File: config.mk
export PLATFORM = sky130hd
export DESIGN_NAME = ahbl_arbiter_2
export DESIGN_NICKNAME = d
export VERILOG_FILES = /design/src/rtl/ahbl_arbiter_2.sv
export SDC_FILE = /design/constraint.sdc
export NUM_CORES = 1
export LEC_CHECK = 0
export BUFFER_PORTS_ARGS = -buffer_cell sky130_fd_sc_hd__buf_2
export CAP_MARGIN = 20
export CORE_AREA = 2 2 126 128
export CTS_CLUSTER_SIZE = 16
export DETAILED_ROUTE_END_ITERATION = 8
export DIE_AREA = 0 0 128 130
export PLACE_DENSITY = 0.66
export SLEW_MARGIN = 30
export SYNTH_ARGS = -nofsm -noshare
export SYNTH_HDL_FRONTEND = slang
export SYNTH_SLANG_ARGS = --single-unit
File: constraint.sdc
create_clock -name HCLK -period 6.1 [get_ports HCLK]
set_input_delay 0.61 -clock HCLK [delete_from_list [all_inputs] [get_ports HCLK]]
set_output_delay 0.61 -clock HCLK [all_outputs]
set_load 0.02 [all_outputs]
File: src/rtl/ahbl_arbiter_2.sv
// Two-master AHB-Lite arbiter: the non-owner's address phase is parked in a
// holding register and replayed once that master wins the bus.
//   owner | meaning
//   0     | M0 drives the address phase (M0 wins ties under fixed priority)
//   1     | M1 drives the address phase
module ahbl_arbiter_2 #(
  parameter int ARB_RR = 1
) (
  input  logic        HCLK,
  input  logic        HRESET,
  input  logic [31:0] M0_HADDR,
  input  logic [1:0]  M0_HTRANS,
  input  logic        M0_HWRITE,
  input  logic [2:0]  M0_HSIZE,
  input  logic [2:0]  M0_HBURST,
  input  logic [31:0] M0_HWDATA,
  output logic        M0_HREADY,
  output logic [31:0] M0_HRDATA,
  input  logic [31:0] M1_HADDR,
  input  logic [1:0]  M1_HTRANS,
  input  logic        M1_HWRITE,
  input  logic [2:0]  M1_HSIZE,
  input  logic [2:0]  M1_HBURST,
  input  logic [31:0] M1_HWDATA,
  output logic        M1_HREADY,
  output logic [31:0] M1_HRDATA,
  output logic [31:0] HADDR,
  output logic [1:0]  HTRANS,
  output logic        HWRITE,
  output logic [2:0]  HSIZE,
  output logic [2:0]  HBURST,
  output logic [31:0] HWDATA,
  input  logic        HREADY,
  input  logic [31:0] HRDATA,
  output logic        HMASTER
);

  localparam logic [1:0] HT_IDLE   = 2'b00;
  localparam logic [1:0] HT_NONSEQ = 2'b10;
  localparam logic [1:0] HT_SEQ    = 2'b11;

  logic        owner, downer, dactive, pend0, pend1;
  logic        next_owner;
  logic [3:0]  bcnt, burst_len;
  logic [31:0] p0_addr, p1_addr;
  logic [1:0]  p0_trans, p1_trans;
  logic        p0_write, p1_write;
  logic [2:0]  p0_size, p1_size, p0_burst, p1_burst;
  logic        acc0, acc1, req0, req1, fixed_burst, decision;

  always_comb begin
    HADDR  = M0_HADDR;
    HTRANS = M0_HTRANS;
    HWRITE = M0_HWRITE;
    HSIZE  = M0_HSIZE;
    HBURST = M0_HBURST;
    if (!owner && pend0) begin
      HADDR  = p0_addr;
      HTRANS = p0_trans;
      HWRITE = p0_write;
      HSIZE  = p0_size;
      HBURST = p0_burst;
    end else if (owner && pend1) begin
      HADDR  = p1_addr;
      HTRANS = p1_trans;
      HWRITE = p1_write;
      HSIZE  = p1_size;
      HBURST = p1_burst;
    end else if (owner) begin
      HADDR  = M1_HADDR;
      HTRANS = M1_HTRANS;
      HWRITE = M1_HWRITE;
      HSIZE  = M1_HSIZE;
      HBURST = M1_HBURST;
    end
  end

  assign HWDATA    = downer ? M1_HWDATA : M0_HWDATA;
  assign HMASTER   = owner;
  assign M0_HRDATA = HRDATA;
  assign M1_HRDATA = HRDATA;

  // A master with a parked phase is stalled until that phase reaches the bus
  assign M0_HREADY = pend0 ? 1'b0 : ((!owner || (dactive && !downer)) ? HREADY : 1'b1);
  assign M1_HREADY = pend1 ? 1'b0 : ((owner || (dactive && downer)) ? HREADY : 1'b1);

  assign acc0 = M0_HREADY && M0_HTRANS[1];
  assign acc1 = M1_HREADY && M1_HTRANS[1];
  assign req0 = pend0 || M0_HTRANS[1];
  assign req1 = pend1 || M1_HTRANS[1];

  assign fixed_burst = (HBURST[2:1] != 2'b00);
  assign decision = HREADY && ((HTRANS == HT_IDLE) ||
                               (HTRANS == HT_NONSEQ && HBURST == 3'b000) ||
                               (HTRANS == HT_SEQ && fixed_burst && bcnt == 4'd1));

  always_comb begin
    case (HBURST[2:1])
      2'b01:   burst_len = 4'd3;
      2'b10:   burst_len = 4'd7;
      2'b11:   burst_len = 4'd15;
      default: burst_len = 4'd0;
    endcase
  end

  always_comb begin
    next_owner = owner;
    if (decision) begin
      if (ARB_RR != 0) begin
        if (!owner && req1)     next_owner = 1'b1;
        else if (owner && req0) next_owner = 1'b0;
      end else begin
        if (req0)      next_owner = 1'b0;
        else if (req1) next_owner = 1'b1;
      end
    end
  end

  always_ff @(posedge HCLK) begin
    if (HRESET) begin
      owner   <= 1'b0;
      downer  <= 1'b0;
      dactive <= 1'b0;
      pend0   <= 1'b0;
      pend1   <= 1'b0;
      bcnt    <= 4'd0;
    end else begin
      owner <= next_owner;
      if (HREADY) begin
        downer  <= owner;
        dactive <= HTRANS[1];
        if (HTRANS == HT_NONSEQ && fixed_burst) bcnt <= burst_len;
        else if (HTRANS == HT_SEQ && bcnt != 4'd0) bcnt <= bcnt - 4'd1;
      end
      if (acc0 && owner)              pend0 <= 1'b1;
      else if (!owner && HREADY)      pend0 <= 1'b0;
      if (acc1 && !owner)             pend1 <= 1'b1;
      else if (owner && HREADY)       pend1 <= 1'b0;
    end
  end

  // Holding registers need no reset: they are only visible while pendx=1
  always_ff @(posedge HCLK) begin
    if (acc0 && owner) begin
      p0_addr  <= M0_HADDR;
      p0_trans <= M0_HTRANS;
      p0_write <= M0_HWRITE;
      p0_size  <= M0_HSIZE;
      p0_burst <= M0_HBURST;
    end
    if (acc1 && !owner) begin
      p1_addr  <= M1_HADDR;
      p1_trans <= M1_HTRANS;
      p1_write <= M1_HWRITE;
      p1_size  <= M1_HSIZE;
      p1_burst <= M1_HBURST;
    end
  end

endmodule

Yosys cells after proc, flatten, opt, wreduce, memory -nomap -nowiden
Index checks and enable logic that the tools add are counted.
- register bits: 91
- output and inout bits: 140
- add/subtract/negate cells: 1
- equality and inequality tests: 6
- multiplexer cells: 29
- reductions and logical operators: 36
- operators by type and width (operator ; count):
    $mux W32 ; 4
    $logic_and A1 B1 Y1 ; 18
    $mux W3 ; 6
    $mux W1 ; 13
    $pmux W4 S3 ; 1
    $reduce_bool A2 Y1 ; 5
    $eq A2 B2 Y1 const B ; 4
    $mux W4 ; 2
    $logic_or A1 B1 Y1 ; 6
    $mux W2 ; 3
    $eq A4 B1 Y1 const B ; 1
    $reduce_and A2 Y1 ; 2
    $reduce_bool A4 Y1 ; 1
    $sub A4 B1 Y4 const B ; 1
    $logic_not A3 Y1 ; 1
    $eq A2 B1 Y1 const B ; 1
    $logic_not A1 Y1 ; 2
    $logic_not A2 Y1 ; 1

Longest topological paths before layout
Gate-level depths: netlist (run 1).
- word-level depth: 9
- gate-level depth with buffers: 7
- mapped depth without buffers: 6

Worst setup path after synthesis (run 1)
Ideal clock, no wire load.
- path type: reg-to-reg
- from: register owner (netlist: HMASTER)
- to: register p1_addr[0] (enable)
- library setup time: 0.560 ns
- data arrival time: 5.172 ns
- required time: 5.540 ns
- setup slack: 0.368 ns
- stages on the path, launching flop included: 6
- clock period less this slack: 5.732 ns
- cells stage by stage: dfxtp_1 buf_4 buf_6 a21oi_1 nor2_1 nor4b_1
- cells in the longest elaborated chain, start to end: 5
- RTL lines (item ; RTL line ; RTL):
    start, declared ; 42 ; logic owner, downer, dactive, pend0, pend1;
    start signal, assigned ; 128 ; owner <= next_owner;
    $logic_or A1 B1 Y1 ; 85 ; assign M1_HREADY = pend1 ? 1'b0 : ((owner || (dactive && downer)) ? HREADY : 1'b1);
    $mux W1 (2 in a row) ; 85 ;
    $logic_and A1 B1 Y1 ; 88 ; assign acc1 = M1_HREADY && M1_HTRANS[1];
    $logic_and A1 B1 Y1 * ; 151 ; if (acc1 && !owner) begin
    end signal, assigned ; 152 ; p1_addr <= M1_HADDR;
    end, declared ; 45 ; logic [31:0] p0_addr, p1_addr;
Every way passes the cells marked *; elsewhere a longest branch is shown, timed or not.
A chain may end at the register's enable or synchronous reset.

Worst setup path after layout (run 1)
- from: register pend1
- to: output HTRANS[0]
- cells in the longest elaborated chain, start to end: 3
- RTL lines (item ; RTL line ; RTL):
    start, declared ; 42 ;
    start signal, assigned ; 125 ; pend1 <= 1'b0;
    start signal, assigned ; 137 ; if (acc1 && !owner) pend1 <= 1'b1;
    start signal, assigned ; 138 ; else if (owner && HREADY) pend1 <= 1'b0;
    $logic_and A1 B1 Y1 ; 63 ; end else if (owner && pend1) begin
    $mux W2 ; 63 ;
    $mux W2 ; 57 ; if (!owner && pend0) begin
    end, declared ; 28 ; output logic [1:0] HTRANS,
No other way between the ends.

==> metrics, run 1 <==
setup repair bufs after CTS 0; Core Box Area 15420 sq um; DRC 0; sequential-to-total area share from yosys stat 0.5060; die area 16640 sq um; Die Ht 130 um; final setup TNS 0 ns; number of CTS-inserted buffers 9; Clock Skews 0.005960 ns; Avg Cell Area, Syn 11.90 sq um; register area 2651 sq um; Lkg Pwr 0.002504 uW; Hold Vio Cnt, Final 0; Syn. warnings 0; Placer Congestion 0.8959; Top FF cell, synth edfxtp_1; DRT Wirelength 15.23 mm; Synth-to-Final Area Change 21.18%; # IOs 321; fin crit period 3.213 ns; number of hold buffers added after CTS 0; crit path max fanout 26; WL met2 7.347 mm; Critical Path RT 5.49 ns; asr flop ratio synth 0; CTS tree built; max cap viols 0; pin count of the biggest net entering global routing 89; Post-Syn Instances 439; Yosys reg bits 91; maximum buffer depth of the clock tree 2; RSZ-0062 raised after global routing no; CP endpoint kind primary output; Initial Util 0.3386; Top Metal Used met5; Fillers 1520; global-route wire length before repair 21.56 mm; Sink Count 91; Cell Area, Synth 5223 sq um; vias in the first global route 3703; Cell variety after synth 42; H-tree depth 3; outcome finished clean; VDD IR-drop max 0.1495 mV; multi-input logic area 1958 sq um; Vias/cell 5.059; initial drt markers 252; crit path kind reg2out; number of routed nets with antenna violations 0; routed vias 3956; Metal-1 WL 6.524 mm; CTS Root Buffer Type clkbuf_16; Power Total 1653 uW; Final Max Tran Viols 0; worst path arrival time 2.60 ns; GRT Util Overall 0.1723; Max-slew headroom 0.4067; WL/cell 19.48 um; Synthesized Nets 622; actual slew at the worst max-slew pin 0.8899 ns; initial antenna violation count 4; Remaining Overflow, GRT 0; Finish-stage setup viols 0; fmax 0.3112 GHz; Post-synth EDFFs 82; number of port buffers 224; Worst-path clk slew 0.06 ns; fin crit share 0.5268; row count 46; startpoint type of the worst setup path flop; drt pass-1 iters 5; Clock Latency Late Sink 0.34 ns; cts repair resizes 0; share of cells above drive strength 1 0.4805; min-delay worst type in2reg; Layout Nets 770; Die X 128 um; Power per Cell Area 261.3 nW/um^2; HPWL after DPL 11.85 mm; Met3 Wirelength 1.029 mm
-- routing by layer --
metal  global-route usage  up-vias
met2               0.2737      192
met4              0.05559        6
met3              0.05576       37
met1               0.2245     1849
met5                    0        -
li1                     -     1872
-- Yosys cell counts, drive strengths merged, types with 2 or more instances --
cell / instances / area share
a211oi: 38 / 0.056
a21oi: 42 / 0.040
buf: 78 / 0.11
clkbuf: 15 / 0.011
dfxtp: 9 / 0.034
edfxtp: 82 / 0.47
ha: 2 / 0.0048
inv: 5 / 0.0036
mux2: 33 / 0.071
mux2i: 48 / 0.095
nand2: 3 / 0.0022
nand2b: 4 / 0.0048
nand4: 2 / 0.0024
nor2: 9 / 0.0065
nor2b: 38 / 0.046
nor3: 4 / 0.0038
o21a: 2 / 0.0029
o21ai: 6 / 0.0057
o22ai: 2 / 0.0024
o311a: 2 / 0.0038
-- per-stage QoR --
| step | setup WS (ns) | util | hold WS (ns) | instance area [sq um] | cells |
|---|---|---|---|---|---|
| 2_1_floorplan | 0.3679 | - | 0.4635 | 5223 | 439 |
| 3_3_place_gp | 3.305 | 0.3907 | 0.4761 | 6027 | 767 |
| 3_5_place_dp | 3.209 | 0.3907 | 0.5121 | 6027 | 767 |
| 4_1_cts | 2.823 | 0.4083 | 0.4342 | 6299 | 780 |
| 5_1_grt | 2.722 | 0.4101 | 0.4342 | 6326 | 781 |
| 6_report | 2.887 | 0.4103 | 0.4506 | 6329 | 782 |
-- cells by family (layout without fill, tap and decap cells) --
family          after synthesis  after routing  share of synthesized area
mux                          81             81                     0.1663
other cells                   0              1                          0
simple gates                 66             66                    0.07451
flops                        91             91                     0.5060
compound gates              101            101                     0.1253
buf+inv                      98            248                     0.1231
fa+ha+maj                     2              2                   0.004791
-- flip-flops by register name, summed over array words and instances (netlist names) --
name / count
pend1: 1
dactive: 1
p1_write: 1
p1_trans: 2
p0_write: 1
p1_burst: 3
p1_size: 3
p0_size: 3
pend0: 1
downer: 1
p0_burst: 3
bcnt: 4
p0_addr: 32
p1_addr: 32
HMASTER: 1
p0_trans: 2
-- final timing paths --
kind         depth (start not counted)  slack (ns)                  from                   end
max                                  4        2.89    pend1$_SDFFE_PP0P_             HTRANS[0]
min                                  1        0.45           M0_HADDR[2]  p0_addr[2]$_DFFE_PP_
max reg2reg                          6        3.37    pend1$_SDFFE_PP0P_  HMASTER$_SDFFE_PP0P_
min reg2reg                          1        0.53  bcnt[1]$_SDFFE_PP0P_  bcnt[1]$_SDFFE_PP0P_
-- report_power, final --
part | switching (uW) | leakage, uW | internal [uW]
registers | 30.2 | 0.000837 | 725
logic | 214 | 0.00154 | 154
clock network | 220 | 0.000130 | 310
-- cell usage in the layout, fill, tap and decap left out, types with 2 or more instances in the layout --
cell type  netlist  final
buf_2            7    224
edfxtp_1        82     82
mux2i_1         46     46
a21oi_1         42     42
nor2b_1         38     38
a211oi_1        37     37
mux2_2          33     33
nor2_1           9      9
clkbuf_16        0      9
dfxtp_1          9      6
inv_1            5      5
o21ai_0          5      5
buf_4           67      5
nand2b_1         4      4
nor3_1           4      4
nand2_1          3      3
dfxtp_4          0      2
o22ai_1          2      2
o311a_1          2      2
o21a_1           2      2
nand4_1          2      2
ha_1             2      2
-- worst max-delay path, stage by stage (launching register included) --
cell	delay, ns
dfxtp_2	0.77
buf_4	0.49
mux2i_1	0.17
mux2i_2	0.53
buf_2	0.28
-- area by class of cell --
cell class              instances  area share
flip-flops and latches         91      0.4189
well taps                     192     0.03796
clock inverters                 3    0.006722
multi-input cells             250      0.3094
diodes                          1   0.0003954
clock buffers                  10     0.03618
inverters                       5    0.002966
repair buffers                230      0.1874
(Power assumes the default switching activity.)
==> run 2, diff against run 1 <==
- ABC_AREA: unset -> 1
- CORE_AREA: 2 2 126 128 -> 2 2 125 127
- DIE_AREA: 0 0 128 130 -> 0 0 127 129
- PLACE_DENSITY: 0.66 -> 0.65
- clock period: 6.1 -> 3.1 ns (I/O delays scaled with it)
==> run 2 against run 1 <==
Effect of this change: register-to-register slack lost 2.7 ns; critical path depth grew 2; setup slack lost 2.5 ns; utilization shrank 0.28 points; clock skew is essentially flat; highest routed layer is now met4; via count grew 9.9%; die area shrank 1.5%; largest power group unchanged.
==> metrics, run 2 <==
final setup TNS 0 ns (unchanged); fin crit share 0.8782; r2r setup slk 0.70 ns (-2.67 ns); Slowest cell on crit path inv_2; hold path start M0_HADDR[22]; VDD IR-drop max 0.2573 mV (+72%); Lkg Pwr 0.002727 uW (+8.9%); HPWL after DPL 11.38 mm (-4.0%); Synth-to-Final Area Change 22.10%; Worst-path clk slew 0.07 ns (about the same); hold path endpoint p0_addr[22]$_DFFE_PP_; Cell variety after synth 29 (-31%); WHS Path Cells 1 (unchanged); GRT Util Overall 0.1812 (+0.008907); asr flop ratio synth 0 (unchanged); setup repair bufs after CTS 0 (unchanged); R2R cell count 6 (unchanged); top post-synthesis cells by area edfxtp_1 49%, nand2_1 12%, buf_4 9.6%; Synth top area share 0.4926 (+0.02113); crit path kind reg2out; outcome finished clean; area leader, netlist edfxtp_1; DRT Wirelength 15.33 mm (+0.65%); Clock Skews 0.005495 ns (-0.0004647 ns); Post-Syn Instances 543 (+24%); cells along the critical path inv_8 -> nand2_4 -> inv_2 -> a221oi_1 -> a21oi_1 -> buf_2; Die X 127 um (-0.78%); FF-to-FF End p1_addr[28]$_DFFE_PP_; crit path max fanout 46 (+77%); Post-synth top cells 162 x nand2_1, 82 x edfxtp_1, 64 x buf_4, 52 x nor2_1, 42 x a21oi_1; DRC 0 (unchanged); initial antenna violation count 0 (-4); # diodes 0 (-1); number of routed nets with antenna violations 0 (unchanged); min-delay worst type in2reg; Die Ht 129 um (-0.77%); Yosys reg bits 91 (unchanged); fin util 0.4075 (-0.002767); Clock Latency Late Sink 0.34 ns (about the same); CTS tree built; pin count of the biggest net entering global routing 47 (-47%); Initial Util 0.3338 (-0.004828); Final Max Tran Viols 0 (unchanged); sequential-to-total area share from yosys stat 0.5287 (+0.02267); actual slew at the worst max-slew pin 0.7131 ns (-0.1769 ns); Fillers 1521 (+0.066%); most frequent cells in the layout 224 x buf_2, 162 x nand2_1, 82 x edfxtp_1; Top FF cell, synth edfxtp_1; fmax 0.3673 GHz; Setup WS pre-CTS 0.7023 ns (-2.507 ns); Layout Nets 877 (+14%); CP bufs+invs 3 (+1); placed cell count 871 (+14%); # IOs 321 (unchanged); CP top delay family buffers and inverters; Synthesized Nets 726 (+17%); Finish-stage setup viols 0 (unchanged); Placer Congestion 0.8498 (-5.1%); slack of the critical path 0.3777 ns (-2.509 ns); routed vias 4349 (+9.9%); Core Box Area 14980 sq um (-2.9%); RR Startpoint HMASTER$_SDFFE_PP0P_; die area 16380 sq um (-1.5%); Syn. warnings 0 (unchanged); cts repair resizes 0 (unchanged); WL/cell 17.28 um (-11%); number of port buffers 224 (unchanged); Layout Cells excl Fill 887 (+13%); CP endpoint kind primary output; drt pass-1 iters 5 (unchanged); commonest non-fill, non-tap cell in the layout buf_2; max cap viols 0 (unchanged); fin crit period 2.722 ns; row count 45 (-2.2%); Power Total 3217 uW (+95%); maximum buffer depth of the clock tree 2 (unchanged); Post-synth EDFFs 82 (unchanged); Remaining Overflow, GRT 0 (unchanged); CTS Root Buffer Type clkbuf_16; share of cells above drive strength 1 0.3777 (-0.1028); Avg Cell Area, Syn 9.205 sq um (-23%); RSZ-0062 raised after global routing no; Critical Path RT 2.79 ns (-2.70 ns); Cell Area, Synth 4999 sq um (-4.3%); Vias/cell 4.903 (-3.1%); startpoint type of the worst setup path flop; top-count cell post-synth nand2_1; worst path arrival time 2.41 ns (-0.19 ns); Max-slew headroom 0.5239 (+0.1172); Regs by FF count p0_addr: 32 flops, p1_addr: 32 flops, bcnt: 4 flops; number of hold buffers added after CTS 0 (unchanged); H-tree depth 3 (unchanged); Power per Cell Area 527.2 nW/um^2 (+100%); Sink Count 91 (unchanged); initial drt markers 329 (+31%); number of CTS-inserted buffers 9 (unchanged); vias in the first global route 4120 (+11%); global-route wire length before repair 22.69 mm (+5.2%); max incr delay on CP 0.57 ns (-0.20 ns); Hold Vio Cnt, Final 0 (unchanged)
-- run 2: worst max-delay path by stage --
stage	depth (start not counted)	slack, ns	to	from
after global placement	13	0.77	bcnt[0]$_SDFFE_PP0P_	HMASTER$_SDFFE_PP0P_
after detailed placement	6	0.70	p1_write$_DFFE_PP_	HMASTER$_SDFFE_PP0P_
final	6	0.38	HADDR[19]	HMASTER$_SDFFE_PP0P_
after CTS	6	0.35	HADDR[19]	HMASTER$_SDFFE_PP0P_
after floorplan	6	0.46	p0_addr[0]$_DFFE_PP_	HMASTER$_SDFFE_PP0P_
after global routing	6	0.18	HADDR[9]	HMASTER$_SDFFE_PP0P_
-- run 2: cell type report --
type,count,area (sq um),area share
clock buffer,9,225.2,0.03690
clock inverter,7,66.31,0.01087
inverter,21,86.33,0.01415
multi-input combinational,339,1654,0.2710
sequential,91,2643,0.4330
tap,188,235.2,0.03854
timing repair buffer,232,1194,0.1956
-- run 2: routing by layer --
| layer | global-route usage | wire, um | vias to the layer above |
|---|---|---|---|
| met5 | 0 | 0 | - |
| met4 | 0.04848 | 185 | 0 |
| met3 | 0.06112 | 1657 | 17 |
| met2 | 0.3147 | 7535 | 242 |
| li1 | - | - | 2089 |
| met1 | 0.2164 | 5951 | 2001 |
-- run 2: per-stage QoR --
step	hold WS (ns)	area, sq um
2_1_floorplan	0.3791	4999
3_3_place_gp	0.4787	5812
3_5_place_dp	0.4905	5812
4_1_cts	0.1472	6103
5_1_grt	0.1465	6103
6_report	0.1574	6103
-- run 2: logic make-up (layout without fill, tap and decap cells) --
family / after synthesis / after routing / synth area share
AOI/OAI and AO/OA: 89 / 89 / 0.1164
xor gates and xnor gates: 2 / 2 / 0.003505
adders and majority gates: 2 / 2 / 0.005005
buffers and inverters: 113 / 269 / 0.1404
DFF: 91 / 91 / 0.5287
and+or+nand+nor: 246 / 246 / 0.2060
-- run 2: power by group --
group          switching, uW  total, uW  internal, uW
logic                    428        679           250
clock network            467       1090           622
registers               28.9       1450          1420
